### src/rtl/alu_issue_ctrl.sv
// alu_issue_ctrl: request sequencer in front of the 32-bit combinational ALU.
// Accepts op/operand requests, decodes the opcode into the ALU select lines,
// holds the ALU inputs for SETTLE cycles, then captures and returns the result.
// Optional feature macro: ALU_ISSUE_ACC_EN (adds a result accumulator that can
// replace operand a on request).
module alu_issue_ctrl #(
  parameter int SETTLE = 1
) (
  input  logic        clk,
  input  logic        rst,
  input  logic        in_valid,
  output logic        in_ready,
  input  logic [3:0]  in_op,
  input  logic [31:0] in_a,
  input  logic [31:0] in_b,
  input  logic        in_use_acc,
  output logic [31:0] alu_a,
  output logic [31:0] alu_b,
  output logic        alu_s0,
  output logic        alu_s1,
  output logic        alu_s2,
  output logic        alu_s3,
  output logic        alu_s4,
  output logic        alu_s5,
  output logic        alu_s6,
  output logic        alu_s7,
  output logic        alu_cin,
  input  logic [31:0] alu_result,
  output logic        out_valid,
  input  logic        out_ready,
  output logic [31:0] out_result,
  output logic        out_err,
  output logic [3:0]  out_op
);

  typedef enum logic [1:0] {IDLE, EXEC, DONE} state_t;

  // Counter starts at SETTLE-1 so capture lands exactly SETTLE edges after accept.
  localparam logic [3:0] LP_CNT_INIT = 4'(SETTLE - 1);

  // Opcode -> {s7..s0, cin}; unused opcodes decode to all zeros.
  function automatic logic [8:0] decode_op(input logic [3:0] op);
    logic [8:0] ctl;
    ctl = 9'h000;
    case (op)
      4'd0:    ctl = {8'hC0, 1'b0};
      4'd1:    ctl = {8'h40, 1'b1};
      4'd2:    ctl = {8'h21, 1'b1};
      4'd3:    ctl = {8'hA1, 1'b0};
      4'd4:    ctl = {8'h63, 1'b0};
      4'd5:    ctl = {8'hE2, 1'b0};
      4'd6:    ctl = {8'h02, 1'b0};
      4'd7:    ctl = {8'h00, 1'b0};
      4'd8:    ctl = {8'h04, 1'b0};
      4'd9:    ctl = {8'h08, 1'b0};
      4'd10:   ctl = {8'h0C, 1'b0};
      4'd11:   ctl = {8'h82, 1'b0};
      4'd12:   ctl = {8'h80, 1'b0};
      default: ctl = 9'h000;
    endcase
    return ctl;
  endfunction

  state_t      r_state;
  logic [3:0]  r_cnt;
  logic [31:0] r_alu_a;
  logic [31:0] r_alu_b;
  logic [7:0]  r_sel;
  logic        r_cin;
  logic        r_in_ready;
  logic        r_out_valid;
  logic [31:0] r_out_result;
  logic        r_out_err;
  logic [3:0]  r_out_op;

  logic        w_accept;
  logic        w_legal;
  logic        w_capture;
  logic [8:0]  w_ctl;
  logic [31:0] w_op_a;

  assign w_accept  = in_valid & r_in_ready;
  assign w_legal   = (in_op <= 4'd12);
  assign w_capture = (r_state == EXEC) && (r_cnt == 4'd0);
  assign w_ctl     = decode_op(in_op);

`ifdef ALU_ISSUE_ACC_EN
  logic [31:0] r_acc;

  assign w_op_a = in_use_acc ? r_acc : in_a;

  // Accumulator follows every legally captured result.
  always_ff @(posedge clk or posedge rst) begin
    if (rst) begin
      r_acc <= 32'd0;
    end else if (w_capture) begin
      r_acc <= alu_result;
    end
  end
`else
  logic w_unused_use_acc;

  assign w_unused_use_acc = in_use_acc;
  assign w_op_a           = in_a;
`endif

  // Issue FSM: accept, hold ALU inputs for the settle window, capture, hand off.
  always_ff @(posedge clk or posedge rst) begin
    if (rst) begin
      r_state      <= IDLE;
      r_cnt        <= 4'd0;
      r_alu_a      <= 32'd0;
      r_alu_b      <= 32'd0;
      r_sel        <= 8'd0;
      r_cin        <= 1'b0;
      r_in_ready   <= 1'b1;
      r_out_valid  <= 1'b0;
      r_out_result <= 32'd0;
      r_out_err    <= 1'b0;
      r_out_op     <= 4'd0;
    end else begin
      case (r_state)
        IDLE: begin
          if (w_accept) begin
            r_out_op   <= in_op;
            r_in_ready <= 1'b0;
            if (w_legal) begin
              r_alu_a <= w_op_a;
              r_alu_b <= in_b;
              r_sel   <= w_ctl[8:1];
              r_cin   <= w_ctl[0];
              r_cnt   <= LP_CNT_INIT;
              r_state <= EXEC;
            end else begin
              // Illegal opcode: report straight away, ALU drives untouched.
              r_out_result <= 32'd0;
              r_out_err    <= 1'b1;
              r_out_valid  <= 1'b1;
              r_state      <= DONE;
            end
          end
        end
        EXEC: begin
          if (r_cnt == 4'd0) begin
            r_out_result <= alu_result;
            r_out_err    <= 1'b0;
            r_out_valid  <= 1'b1;
            r_state      <= DONE;
          end else begin
            r_cnt <= r_cnt - 4'd1;
          end
        end
        DONE: begin
          if (out_ready) begin
            r_out_valid <= 1'b0;
            r_in_ready  <= 1'b1;
            r_state     <= IDLE;
          end
        end
        default: begin
          r_out_valid <= 1'b0;
          r_in_ready  <= 1'b1;
          r_state     <= IDLE;
        end
      endcase
    end
  end

  assign in_ready   = r_in_ready;
  assign out_valid  = r_out_valid;
  assign out_result = r_out_result;
  assign out_err    = r_out_err;
  assign out_op     = r_out_op;
  assign alu_a      = r_alu_a;
  assign alu_b      = r_alu_b;
  assign {alu_s7, alu_s6, alu_s5, alu_s4, alu_s3, alu_s2, alu_s1, alu_s0} = r_sel;
  assign alu_cin    = r_cin;

endmodule

### config.mk
export PLATFORM = sky130hd
export DESIGN_NAME = alu_issue_ctrl
export DESIGN_NICKNAME = d
export VERILOG_FILES = /design/src/rtl/alu_issue_ctrl.sv
export SDC_FILE = /design/constraint.sdc
export NUM_CORES = 1
export LEC_CHECK = 0
export CORE_ASPECT_RATIO = 0.7
export CORE_MARGIN = 4
export CORE_UTILIZATION = 42
export CTS_CLUSTER_SIZE = 20
export DETAILED_ROUTE_END_ITERATION = 8
export PLACE_DENSITY = 0.8
export SLEW_MARGIN = 0
export SYNTH_ARGS = -nofsm -noshare
export SYNTH_HDL_FRONTEND = slang
export SYNTH_SLANG_ARGS = --single-unit
### constraint.sdc
create_clock -name clk -period 4.05 [get_ports clk]
set_input_delay 0.6075 -clock clk [delete_from_list [all_inputs] [get_ports clk]]
set_output_delay 0.6075 -clock clk [all_outputs]
set_load 0.02 [all_outputs]
==> results.tsv <==
metric	value	unit
status	finished, final reports clean	
overflow	0	
die_w	138	microns
synth-seq-cells	117	
crit_chain	clkdlybuf4s50_1 -> inv_1 -> ha_1 -> nand3b_1 -> o22ai_4 -> buf_4 -> mux2i_1	
synth_ff_type	dfrtp_1	
power.leakage	3.37	nW
gp_congestion	0.822	
ir_worst_vdd	414	uV
path_max_fanout	33	
clk_latency	0.40	ns
port_buffers	214	
antenna_cells	0	
postCtsHoldBufs	0	
cts_tree	done	
min_from	out_op[0]	
cp-startpoint	in_op[1]	
numCtsBuffers	17	
nNetsFinal	710	
setup_tns	0	ns
grt_pass1_wl	20100	microns
fin_crit_sh	60.6	%
vias_per_cell	4.68	
crit_buf_inv	3	
path_class	input pin to flop	
setup_viol	0	
synth_area_leaders	dfrtp_1 58%, mux2_2 15%, mux2i_1 6.4%	
path_clk_slew	0.05	ns
fin_util	67.3	%
cp_data_required_time	4.36	ns
r2r-start	r_cnt[0]	
drive_gt1_share	18.8	%
grt_max_degree	73	
io-pin-count	217	
max_stage_delay	0.52	ns
detail-route-antenna-nets	0	
seq_area	2930	sq um
multiInputGateArea	1740	sq um
area_delta_synth_final	57.4	%
critPathTopFamily	buffers and inverters	
clk_path_buf_depth	2	
syn_inst	377	
post_cts_buffers	0	
route.detailed.drc	0	
synth_top_area_cell	dfrtp_1	
rsz0062_at_grt	no	
slew_violations	0	
cp.arrival	2.76	ns
antenna_found_initial	0	
drt_iter0_drc	141	
holdPathEnd	out_op[0]	
hold_viol	0	
drt_first_pass_iters	4	
grt_use_total	18.2	%
synth_fp_nets	491	
wirelength	12400	microns
start_kind	input pin	
synth_top_area_share	58.1	%
synth_edf_count	0	
die_area	13700	sq um
hpwlAfterDp	9000	microns
ys_warn_count	0	
cts.sinks	117	
die_y	99.3	microns
worst_setup_path_end_kind	flop	
core-area	11700	sq um
worst_pin_slew	0.639	ns
htreeDepth	4	
drv_cap	0	
n_fill_cell	830	
slew_headroom	57.4	%
post-route-min-period	2.45	ns
r2r_slack	1.93	ns
start_util	42.8	%
reg2reg_to	out_result[13]	
postSynthAreaPerCell	13.3	sq um
wl_per_cell	16.2	microns
num_vias	3584	
crit_slowest_cell	clkdlybuf4s50_1	
ff2ff_path_depth	6	
grt_pass1_vias	3839	
syn-cell-area	5000	sq um
ctsResizeCount	0	
p_per_area	760	nW/um^2
fmax	408	MHz
yosys.cell_types.count	48	
synthArstFlopShare	100	%
fin_skew	0.00706	ns
hold_path_depth	2	
hp-class	flop to flop	
ys_seq_area_share	58.6	%
rows	33	
cts-root-buf	clkbuf_16	
[registers in the layout, summed over array words and instances (netlist names)]
register,cells
out_err,1
alu_b,32
r_sel,7
out_result,32
out_valid,1
r_state,2
r_cnt,4
out_op,4
in_ready,1
alu_a,32
alu_cin,1
[cell type report]
| class | count | area share (%) |
|---|---|---|
| Sequential cell | 117 | 37.2 |
| Multi-Input combinational cell | 200 | 22.1 |
| Inverter | 41 | 1.99 |
| Tap cell | 157 | 2.50 |
| Clock buffer | 23 | 6.33 |
| Clock inverter | 8 | 1.84 |
| Timing Repair Buffer | 219 | 28.0 |
[through the flow]
stage / total power, mW / setup slack (ns) / cell area, sq um / std cells / hold WS (ns)
finish: 5.98 / 1.60 / 7870 / 765 / 0.481
global route: 6.27 / 1.52 / 7870 / 765 / 0.505
CTS: 6.05 / 1.63 / 7870 / 765 / 0.485
detailed placement: 4.41 / 1.22 / 7220 / 734 / 0.473
global placement: 4.33 / 1.30 / 7220 / 734 / 0.468
floorplan: 3.12 / 0.343 / 5000 / 377 / 0.477
[per-layer routing]
metal | wire length, microns | vias to the layer above | global-route usage, %
met3 | 775 | 13 | 5.81
met2 | 6110 | 133 | 30.1
li1 | - | 1710 | -
met5 | 0 | - | 0
met1 | 5390 | 1728 | 23.5
met4 | 132 | 0 | 4.56
[how the worst max path moves through the flow]
stage / endpoint / cells after the start
after CTS: out_result[13] / 7
after floorplan: alu_a[0] / 1
after global routing: out_result[13] / 7
final: out_result[13] / 7
after detailed placement: out_result[13] / 7
after global placement: out_result[16] / 7
[where the power goes]
group	switching (mW)	leakage, nW	internal, mW
Combinational	1.16	1.55	1.27
Clock	0.498	0.311	1.11
Sequential	0.273	1.51	1.68
Total	1.93	3.37	4.05
[cells by family after synthesis]
family,count (synthesis),share of synthesized area [%]
multiplexers,99,21.7
adder cells (fa/ha/maj),9,2.25
AND/OR/NAND/NOR,64,6.13
flip-flops,117,58.6
other,1,0.0750
buffers and inverters,60,6.71
AO/OA/AOI/OAI,27,4.53
[synth_stat cells, types with 2 or more instances]
cell       instances
dfrtp_1          116
mux2_2            66
nand2_1           44
inv_1             41
mux2i_1           32
ha_1               9
buf_6              7
o21ai_0            6
buf_2              4
nor2_1             4
buf_12             3
nand2b_1           3
a22o_1             2
and4bb_2           2
buf_1              2
clkbuf_1           2
nand3b_1           2
o2bb2ai_1          2
[cells in the final DEF, fill, tap and decap left out, drive strengths merged, types with 5 or more instances in the layout]
cell,count
clkbuf,23
nand2,44
clkdlybuf4s50,214
mux2i,32
ha,9
buf,5
inv,41
mux2,66
o21ai,7
dfrtp,116
[worst register-to-register path: stages (launching register included)]
cell     delay (ns)
dfrtp_1        0.38
inv_1          0.12
ha_1           0.20
or3b_4         0.42
o22ai_4        0.11
buf_4          0.48
mux2i_1        0.32
Note: power is estimated with default switching activity, not from simulation.
